$ cat src/rtl/output_buf_ctrl.sv
// Output-buffer sequencer: re-inits the buffer, waits out array latency, runs one
// column-capture load window, then drains DEPTH beats over valid/ready.
module output_buf_ctrl #(
  parameter int ARRAYWIDTH = 8,
  parameter int DSP_DELAY  = 3,
  parameter int DEPTH      = 8,
  parameter int LAT_W      = 16
) (
  input  logic             clk,
  input  logic             rst,
  input  logic             start,
  input  logic [LAT_W-1:0] compute_lat,
  output logic             busy,
  output logic             buf_clr,
  output logic             buf_load_en,
  output logic             buf_out_en,
  output logic             out_valid,
  input  logic             out_ready,
  output logic             out_last,
  output logic             done,
  output logic             err_start
);

  localparam int LOAD_LEN = ARRAYWIDTH * DSP_DELAY;
  localparam int LOAD_W   = $clog2(LOAD_LEN + 1);
  localparam int BEAT_W   = $clog2(DEPTH + 1);

  localparam logic [LOAD_W-1:0] LOAD_LAST = LOAD_W'(LOAD_LEN - 1);
  localparam logic [BEAT_W-1:0] BEAT_LAST = BEAT_W'(DEPTH - 1);

  typedef enum logic [1:0] {
    IDLE,
    WAIT,
    LOAD,
    DRAIN
  } state_t;

  state_t            state;
  logic [LAT_W-1:0]  lat_cnt;
  logic [LOAD_W-1:0] load_cnt;
  logic [BEAT_W-1:0] beat_cnt;
  logic [BEAT_W-1:0] beat_nxt;

  logic busy_q;
  logic load_en_q;
  logic out_valid_q;
  logic out_last_q;
  logic done_q;
  logic err_q;

  logic start_ok;
  logic beat_acc;

  always_comb begin
    start_ok   = start && (state == IDLE);
    beat_acc   = out_valid_q && out_ready;
    beat_nxt   = beat_cnt + BEAT_W'(1);
    // rst already re-inits the buffer, so the clear pulse is suppressed under it
    buf_clr    = start_ok && !rst;
    buf_out_en = beat_acc;
  end

  // Registered outputs are set on the transition into the state they describe,
  // so each one lines up with the state register in the same cycle.
  always_ff @(posedge clk) begin
    if (rst) begin
      state       <= IDLE;
      lat_cnt     <= '0;
      load_cnt    <= '0;
      beat_cnt    <= '0;
      busy_q      <= 1'b0;
      load_en_q   <= 1'b0;
      out_valid_q <= 1'b0;
      out_last_q  <= 1'b0;
      done_q      <= 1'b0;
      err_q       <= 1'b0;
    end else begin
      done_q <= 1'b0;
      err_q  <= start && (state != IDLE);

      case (state)
        IDLE: begin
          if (start) begin
            lat_cnt  <= compute_lat;
            load_cnt <= '0;
            beat_cnt <= '0;
            busy_q   <= 1'b1;
            if (compute_lat != '0) begin
              state <= WAIT;
            end else begin
              state     <= LOAD;
              load_en_q <= 1'b1;
            end
          end
        end

        WAIT: begin
          lat_cnt <= lat_cnt - LAT_W'(1);
          if (lat_cnt == LAT_W'(1)) begin
            state     <= LOAD;
            load_en_q <= 1'b1;
          end
        end

        LOAD: begin
          if (load_cnt == LOAD_LAST) begin
            state       <= DRAIN;
            load_cnt    <= '0;
            load_en_q   <= 1'b0;
            out_valid_q <= 1'b1;
            out_last_q  <= (DEPTH == 1);
          end else begin
            load_cnt <= load_cnt + LOAD_W'(1);
          end
        end

        DRAIN: begin
          if (beat_acc) begin
            if (beat_cnt == BEAT_LAST) begin
              state       <= IDLE;
              beat_cnt    <= '0;
              busy_q      <= 1'b0;
              out_valid_q <= 1'b0;
              out_last_q  <= 1'b0;
              done_q      <= 1'b1;
            end else begin
              beat_cnt   <= beat_nxt;
              out_last_q <= (beat_nxt == BEAT_LAST);
            end
          end
        end

        default: begin
          state <= IDLE;
        end
      endcase
    end
  end

  assign busy        = busy_q;
  assign buf_load_en = load_en_q;
  assign out_valid   = out_valid_q;
  assign out_last    = out_last_q;
  assign done        = done_q;
  assign err_start   = err_q;

endmodule

$ cat config.mk
export PLATFORM = sky130hd
export DESIGN_NAME = output_buf_ctrl
export DESIGN_NICKNAME = d
export VERILOG_FILES = /design/src/rtl/output_buf_ctrl.sv
export SDC_FILE = /design/constraint.sdc
export NUM_CORES = 1
export LEC_CHECK = 0
export BUFFER_PORTS_ARGS = -buffer_cell sky130_fd_sc_hd__buf_2
export CAP_MARGIN = 20
export CORE_ASPECT_RATIO = 1.2
export CORE_UTILIZATION = 50
export CTS_BUF_LIST = sky130_fd_sc_hd__clkbuf_16
export DETAILED_ROUTE_END_ITERATION = 8
export GPL_ROUTABILITY_DRIVEN = 0
export PLACE_DENSITY_LB_ADDON = 0.05
export SETUP_SLACK_MARGIN = 0.3
export SYNTH_ARGS = -nofsm -noshare
export SYNTH_HDL_FRONTEND = slang
export SYNTH_SLANG_ARGS = --single-unit
$ cat constraint.sdc
create_clock -name clk -period 2.8 [get_ports clk]
set_input_delay 0.56 -clock clk [delete_from_list [all_inputs] [get_ports clk]]
set_output_delay 0.56 -clock clk [all_outputs]
set_load 0.02 [all_outputs]
# == After elaboration in Yosys (flattened, before gate mapping) ==
# Index checks and enable logic that the tools add are counted.
# word_totals
elab_cells,81
mem_bits_rw,0
regBits,33
latchBits,0
input_bits,20
out_inout_bits,8
mem_bits_ro,0
memories,0
# classes
shift,0
bitwise,2
add_sub_neg,3
n_mul,0
div_mod_pow,0
n_lt_le_gt_ge,0
reduce_logical,22
n_mux,31
eq_ne,13
# ops
cell,count
16-bit case mux with 2 select lines,1
16-bit by 1-bit equality test with 1-bit output (second input constant),1
16-bit two-way mux,1
16-bit nonzero test,1
16-bit by 1-bit subtractor with 16-bit output (second input constant),1
2-bit two-way mux,6
4-bit two-way mux,3
2-bit inequality test (second input constant),6
1-bit two-way mux,11
5-bit two-way mux,2
5-bit case mux with 2 select lines,1
5-bit AND reduction,2
2-bit nonzero test,5
4-bit by 3-bit equality test with 1-bit output (second input constant),2
2-bit case mux with 4 select lines,1
4-bit case mux with 2 select lines,1
4-bit AND reduction,2
1-bit case mux with 2 select lines,3
3-bit AND reduction,2
5-bit by 1-bit adder with 5-bit output (second input constant),1
5-bit equality test (second input constant),1
4-bit by 1-bit adder with 4-bit output (second input constant),1
2-bit equality test (second input constant),2
1-bit logical AND,4
8 further kinds,10

# == Logic depth before layout (Yosys ltp) ==
# Gate-level depths: netlist (run 1).
# depth
word_depth,5
mapped_depth,9
ltp_nobuf,7

# == Worst setup path before layout (run 1) ==
# OpenSTA, ideal clock, no wires.
# synth_timing
path_type,register -> register
start,reg lat_cnt[0]
end,reg lat_cnt[12]
path_slack_ns,0.760
period_less_slack_ns,2.040
t_required_ns,2.714
stages_incl_launch_ff,8
t_arrival_ns,1.955
cell_sequence,dfxtp_1 inv_1 ha_1 or3b_2 or4_4 a21oi_2 nor2_1 a211oi_1
# synth_via
elab_chain_len,2
# synth_lines
element,line_no,text
start: declaration,39,logic [LAT_W-1:0] lat_cnt;
start signal: assignment,84,lat_cnt <= compute_lat;
start signal: assignment,98,lat_cnt <= lat_cnt - LAT_W'(1);
16-bit by 1-bit subtractor with 16-bit output,98,
16-bit case mux with 2 select lines,81,case (state)
# Every way passes these cells.
# A chain may end at the register's enable or synchronous reset.

# == Worst setup path after layout (run 1) ==
# layout_timing
start,reg lat_cnt[7]
end,reg state[1]
# layout_via
elab_chain_len,3
# layout_lines
element,line_no,text
16-bit by 1-bit equality test with 1-bit output,99,if (lat_cnt == LAT_W'(1)) begin
2-bit inequality test (no source line),n/a,
5-bit AND reduction (no source line),n/a,
end signal: assignment,100,state <= LOAD;
end signal: assignment,107,state <= DRAIN;
end signal: assignment,120,state <= IDLE;
end: declaration,38,state_t state;
# Every way passes these cells.

==> run_results.csv, run 1 <==
group,metric,value,unit
route,wl_per_cell,14.2,um
synthesis,synth_nets,277,
worst_setup_path,worstPathMaxFanout,7,
placement,io_buffer_count,27,
worst_setup_path,critPathKind,"flop to flop",
worst_setup_path,cp-start-kind,"flop",
global_routing,grt_pass1_wl,7.96,mm
die,rows,24,
sta,min_period,2180,ps
layout,fin_nets,306,
synthesis,synth_area_leader_cell,"dfxtp_1",
sta,tightest_slew,684,ps
worst_setup_path,regToRegSetupSlack,620,ps
worst_setup_path,arrival,2330,ps
placement,place_area,2160,um2
die,coreArea,3690,um2
route,drc,0,
route,vias_per_cell,5.82,
sta,final-max-slew-violation-count,0,
sta,slew_headroom,0.541,
global_routing,overflow,0,
synthesis,ys_top_cells_by_count,"dfxtp_1, nor2_1, a21oi_1",
synthesis,synth_area,1950,um2
sta,skew,4.04,ps
power_and_ir_drop,power.density,1060,nW/um2
synthesis,synthCells,247,
synthesis,synth.most_common_cell,"dfxtp_1",
worst_setup_path,cp.required,2950,ps
clocking,clock_latency,280,ps
clocking,clk_path_buf_depth,2,
layout,utilization,0.620,
clocking,cts-root-buf,"clkbuf_16",
worst_setup_path,end_kind,"flop",
worst_setup_path,cp_common_cell,"a211oi_1",
layout,area_growth,17.3,%
sta,hold_viol_final,0,
clocking,holdBufCountCts,0,
power_and_ir_drop,leakagePower,0.919,nW
flow_run,maxCapViolations,0,
sta,finalCritPeriodShare,0.780,
sta,rsz0062_at_grt,"no",
route,drtIter0Drc,129,
clocking,cts_sinks,33,
global_routing,grt_max_degree,35,
synthesis,ys_top_cells_by_area,"dfxtp_1, a21oi_1, ha_1",
global_routing,grt_antenna_before_repair,0,
route,ant_nets,0,
synthesis,synth-main-ff-cell,"dfxtp_1",
clocking,cts_setup_buffers,0,
layout,finalInstanceArea,2290,um2
clocking,cts_tree,"done",
worst_setup_path,crit_chain,"or4_1 -> o41ai_4 -> nand4_1 -> a211oi_1 -> a211oi_1",
run_status,outcome,"completed",
synthesis,synth.top_cell.area_share,0.338,
clocking,ctsResizeCount,0,
synthesis,postSynthRegisterBits,33,
clocking,cts_made_buffers,5,
hold_path,hold_path.class,"flop to flop",
layout,drive_gt1_frac,0.178,
clocking,htreeDepth,2,
sta,finalSetupViolCount,0,
synthesis,synth_enable_flop_cells,0,
global_routing,grt_pass1_vias,1766,
layout,fin_cells,328,
synthesis,post_synth.cell_area_avg,7.91,um2
route,first_pass_iters,4,
synthesis,ys_seq_area_frac,0.338,
synthesis,synthDistinctLibCells,47,
synthesis,yosysWarningCount,0,
sta,max_freq,0.458,GHz
die,io_pins,28,
placement,dpl.cell_count,321,
synthesis,async_flop_share,0,
sta,tns,0,ps
clocking,clk_pin_slew_worst_paths,50,ps
die,die_height,70.5,um
layout,diodes,0,
global_routing,grt.total_usage,0.248,
route,drt_wl_total,4.65,mm
worst_setup_path,cp_slowest_cell,"or4_1",
power_and_ir_drop,vdd.ir_drop.worst,0.000562,V
die,die_area,4160,um2
die,die-width,59.1,um
worst_setup_path,critPathMaxStageDelay,720,ps
die,start_util,0.529,
route,vias,1909,
placement,dp_hpwl,3.38,mm
power_and_ir_drop,power.total,2.43,mW
-- flip-flops by register name (all words and copies together) (netlist names) --
register / flops
done: 1
err_start: 1
out_last: 1
buf_load_en: 1
state: 2
busy: 1
beat_cnt: 4
lat_cnt: 16
out_valid: 1
load_cnt: 5
-- worst max-delay path: cells and delay by family (launching register included) --
family          cells  cell delay (ps)
compound gates      3              760
flops               1              360
simple gates        2              940
-- layout make-up --
cell class                      instances  area [um2]
Clock buffer                            5         125
Clock inverter                          2        7.51
Fill cell                             344        1400
Inverter                               10        37.5
Multi-Input combinational cell        192        1210
Sequential cell                        33         661
Tap cell                               52        65.1
Timing Repair Buffer                   34         188
-- cells by family after synthesis --
kind of cell | after synthesis | share of synthesized area
flip-flops | 33 | 0.338
AO/OA/AOI/OAI | 79 | 0.263
adder cells (fa/ha/maj) | 10 | 0.0641
buffers and inverters | 22 | 0.0436
AND/OR/NAND/NOR | 96 | 0.254
multiplexers | 5 | 0.0275
XOR/XNOR | 2 | 0.00897
-- layer usage --
layer  GRT usage  wire, um
met5           0         0
met3      0.0537       159
met2       0.398      2260
met4       0.130       136
met1       0.305      2100
-- path summary, 6_finish.rpt --
check                   from  endpoint  cells past startpoint
setup / recovery  lat_cnt[7]  state[1]                      5
setup reg to reg  lat_cnt[7]  state[1]                      5
hold reg to reg     out_last  out_last                      2
hold / removal      out_last  out_last                      2
-- cell usage in the layout (no fill, tap or decap), types with 2 or more instances in the layout --
master / instances
nor3b_1: 2
clkbuf_16: 5
a211oi_1: 10
mux2_2: 3
nand4_1: 4
o21ai_1: 3
a32oi_1: 2
buf_4: 7
o22ai_1: 3
mux2i_1: 2
or3_1: 5
nor2b_1: 5
nor2_1: 26
a21o_1: 2
a21oi_1: 25
o21ai_0: 15
a311oi_1: 3
nor3_1: 8
nor4_1: 5
nand3_1: 9
or4_1: 3
nand2b_1: 2
and3_1: 4
nand2_1: 16
inv_1: 11
buf_2: 27
dfxtp_1: 33
a22oi_1: 2
a31o_2: 2
ha_1: 10
nand3b_1: 2
o21bai_1: 2
o31ai_1: 3
-- per-stage QoR --
stage	setup slack, ps	hold slack [ps]
after global routing	443	477
after CTS	621	461
after detailed placement	636	454
after global placement	613	454
after floorplan	760	437
final	616	455
-- power breakdown --
part | switching [mW] | leakage, nW | internal [mW] | total, mW
combinational | 0.743 | 0.581 | 0.475 | 1.22
sequential | 0.115 | 0.270 | 0.583 | 0.699
clock | 0.193 | 0.0685 | 0.318 | 0.510
Note: power is estimated with default switching activity, not from simulation.
==> run 2, diff against run 1 <==
clock period = 1.76 ns   (was 2.8 ns; I/O delays follow)
==> run 2 against run 1 <==
Net effect:
- synthesized area did not move
- synthesized cell count unchanged
- the flow now stops in 5_1_grt
==> run_results.csv, run 2 <==
group,metric,value,unit
synthesis,synthDistinctLibCells,47,
clocking,clk_path_buf_depth,2,
synthesis,synth-main-ff-cell,"dfxtp_1",
synthesis,yosysWarningCount,0,
global_routing,grt_max_degree,27,
synthesis,synth_nets,277,
synthesis,ys_top_cells_by_count,"dfxtp_1, nor2_1, a21oi_1",
die,die-width,59.1,um
synthesis,synth_area,1950,um2
run_status,outcome,"stopped before the end",
synthesis,synthCells,247,
placement,pre_cts_ws,-205,ps
clocking,htreeDepth,2,
synthesis,synth.most_common_cell,"dfxtp_1",
global_routing,overflow,117,
clocking,cts_made_buffers,5,
global_routing,grt.total_usage,0.792,
synthesis,post_synth.cell_area_avg,7.91,um2
die,rows,24,
clocking,cts_sinks,33,
synthesis,synth_enable_flop_cells,0,
synthesis,async_flop_share,0,
sta,crit_endpoint,"state[1]$_SDFFE_PP0P_/D",
synthesis,ys_seq_area_frac,0.338,
placement,place_area,2490,um2
synthesis,ys_top_cells_by_area,"dfxtp_1, a21oi_1, ha_1",
synthesis,synth.top_cell.area_share,0.338,
synthesis,synth_area_leader_cell,"dfxtp_1",
run_status,firstError,"[ERROR GRT-0232] Routing congestion too high. Check the congestion heatmap in the GUI.",
run_status,lastStage,"5_1_grt",
synthesis,postSynthRegisterBits,33,
die,start_util,0.529,
placement,dp_hpwl,3.87,mm
die,die_height,70.5,um
clocking,cts-root-buf,"clkbuf_16",
sta,worstEpCategory,"register data pin",
clocking,holdBufCountCts,0,
placement,io_buffer_count,27,
die,io_pins,28,
## run 2: repair_timing
item / CTS
gates resized for setup: 79
pin swaps: 35
setup endpoints to repair: 25
buffers inserted: 29
hold endpoints to repair: 0
cloned: 2
## run 2: stage by stage
step                hold slack [ps]  std cells  TNS (ps)
floorplan                       442        247      -360
global placement                457        345      -429
detailed placement              467        345      -661
CTS                             410        384      -804
## run 2: layer usage
| metal | GRT overflow | GRT usage |
|---|---|---|
| met5 | 0 | 0 |
| met4 | 59 | 0.992 |
| met3 | 1 | 0.496 |
| met2 | 56 | 1.00 |
| met1 | 1 | 0.763 |
## run 2: kinds of logic after synthesis
family | share of synthesized area
AOI/OAI and AO/OA | 0.263
xor gates and xnor gates | 0.00897
adders and majority gates | 0.0641
buffers and inverters | 0.0436
DFF | 0.338
muxes | 0.0275
and+or+nand+nor | 0.254
==> run 3, diff against run 2 <==
CORE_ASPECT_RATIO = unset   (was 1.2)
CORE_UTILIZATION = 35   (was 50)
CTS_BUF_LIST = unset   (was sky130_fd_sc_hd__clkbuf_16)
PLACE_DENSITY_LB_ADDON = 0.15   (was 0.05)
SETUP_SLACK_MARGIN = unset   (was 0.3)
clock period = 2.3 ns   (was 1.76 ns; I/O delays follow)
==> run 3 against run 2 <==
Net effect:
- the flow now finishes without violations
==> run_results.csv, run 3 (synthesis gave the netlist of run 1 again) <==
group,metric,value,unit
die,rows,26,
sta,max_freq,0.460,GHz
route,drtIter0Drc,88,
worst_setup_path,r2r-end,"lat_cnt[12]",
sta,finalCritPeriodShare,0.945,
placement,dp_hpwl,3.70,mm
layout,layout_common_cells,"dfxtp_1, buf_2, nor2_1",
worst_setup_path,end_kind,"flop",
layout,fin_nets,310,
hold_path,min_from,"out_last",
sta,slew_headroom,0.631,
global_routing,grt.total_usage,0.183,
worst_setup_path,critPathMaxStageDelay,540,ps
sta,hold_viol_final,0,
route,drt_wl_total,5.12,mm
route,vias_per_cell,5.53,
die,die_height,76.7,um
route,ant_nets,0,
hold_path,hold_path.class,"flop to flop",
route,first_pass_iters,4,
worst_setup_path,reg2reg_from,"lat_cnt[0]",
sta,final-max-slew-violation-count,0,
clocking,cts_tree,"done",
die,io_pins,28,
power_and_ir_drop,intPower,1.64,mW
clocking,cts_setup_buffers,0,
worst_setup_path,worstPathMaxFanout,5,
layout,regMostFlops,"lat_cnt",
layout,area_growth,18.6,%
worst_setup_path,r2r_cells,7,
layout,top_regs,"lat_cnt: 16 flops, load_cnt: 5 flops, beat_cnt: 4 flops",
clocking,cts_made_buffers,5,
worst_setup_path,crit_chain,"inv_1 -> ha_2 -> or3b_2 -> or4_4 -> a21oi_2 -> nor2_1 -> a211oi_1",
sta,rsz0062_at_grt,"no",
power_and_ir_drop,leakagePower,0.922,nW
clocking,cts_sinks,33,
route,vias,1934,
clocking,clk_path_buf_depth,2,
clocking,cts-root-buf,"clkbuf_8",
global_routing,grt_max_degree,21,
power_and_ir_drop,clkPwrFrac,0.185,
layout,diodes,0,
sta,skew,2.83,ps
route,drc,0,
worst_setup_path,cp.required,2510,ps
clocking,htreeDepth,2,
die,coreArea,5240,um2
global_routing,grt_antenna_before_repair,0,
power_and_ir_drop,power.density,1270,nW/um2
global_routing,grt_pass1_wl,8.65,mm
power_and_ir_drop,pwr-share-comb,0.528,
global_routing,overflow,0,
sta,finalSetupViolCount,0,
layout,largest_reg_flops,16,
worst_setup_path,regToRegSetupSlack,130,ps
worst_setup_path,cp_slowest_cell,"or4_4",
hold_path,holdPathStages,2,
power_and_ir_drop,sw_frac_of_total,0.442,
clocking,ctsResizeCount,0,
power_and_ir_drop,p_sw,1.30,mW
global_routing,grt_pass1_vias,1872,
layout,final_common_cell,"dfxtp_1",
sta,tns,0,ps
run_status,outcome,"completed",
layout,drive_gt1_frac,0.200,
flow_run,maxCapViolations,0,
placement,place_area,2210,um2
clocking,clock_latency,290,ps
power_and_ir_drop,sequentialPowerShare,0.287,
sta,min_period,2170,ps
clocking,holdBufCountCts,0,
power_and_ir_drop,power.total,2.95,mW
route,wl_per_cell,14.6,um
clocking,clk_pin_slew_worst_paths,70,ps
worst_setup_path,arrival,2390,ps
placement,io_buffer_count,27,
worst_setup_path,critPathKind,"flop to flop",
die,start_util,0.373,
power_and_ir_drop,vdd.ir_drop.worst,0.000519,V
sta,tightest_slew,548,ps
worst_setup_path,cp-start-kind,"flop",
die,die_area,5880,um2
layout,utilization,0.442,
die,die-width,76.7,um
layout,finalInstanceArea,2320,um2
hold_path,hold_end,"out_last",
==> run 3: through the flow <==
| step | cells | setup slack (ps) | hold WS [ps] |
|---|---|---|---|
| 3_5_place_dp | 343 | 132 | 460 |
| 5_1_grt | 350 | 2.41 | 466 |
| 2_1_floorplan | 247 | 260 | 437 |
| 4_1_cts | 350 | 112 | 458 |
| 6_report | 350 | 127 | 463 |
| 3_3_place_gp | 343 | 182 | 440 |
==> run 3: power by group through the flow <==
stage	clock network (mW)	registers (mW)	logic [mW]
finish	0.545	0.846	1.56
CTS	0.562	0.843	1.54
floorplan	0	0.843	1.10
global route	0.582	0.866	1.74
global placement	0	0.853	1.54
detailed placement	0	0.852	1.53
==> run 3: how the worst max path moves through the flow <==
stage | cells after the start | endpoint | slack, ps | start
2_1_floorplan | 7 | lat_cnt[12] | 260 | lat_cnt[0]
3_3_place_gp | 7 | lat_cnt[12] | 180 | lat_cnt[0]
3_5_place_dp | 7 | lat_cnt[12] | 130 | lat_cnt[0]
4_1_cts | 7 | lat_cnt[12] | 110 | lat_cnt[0]
5_1_grt | 7 | lat_cnt[12] | 2 | lat_cnt[0]
6_report | 7 | lat_cnt[12] | 130 | lat_cnt[0]
==> run 3: cell type report <==
cell class                 instances  area [um2]
tap                               70        87.6
timing repair buffer              38         218
inverter                          10        37.5
clock buffer                       5        68.8
multi-input combinational        192        1210
clock inverter                     2        35.0
fill                             548        2920
sequential                        33         661
==> run 3: layer usage <==
| metal | vias to the layer above | GRT usage | routed length [um] |
|---|---|---|---|
| li1 | 977 | - | - |
| met1 | 889 | 0.231 | 2470 |
| met2 | 55 | 0.286 | 2290 |
| met3 | 13 | 0.0417 | 219 |
| met4 | 0 | 0.104 | 140 |
| met5 | - | 0 | 0 |
==> run 3: critical path: cells and delay by family (launching register included) <==
kind / cells / cell delay, ps
AOI/OAI and AO/OA: 2 / 330
adders and majority gates: 1 / 220
buffers and inverters: 1 / 110
DFF: 1 / 340
and+or+nand+nor: 3 / 1100
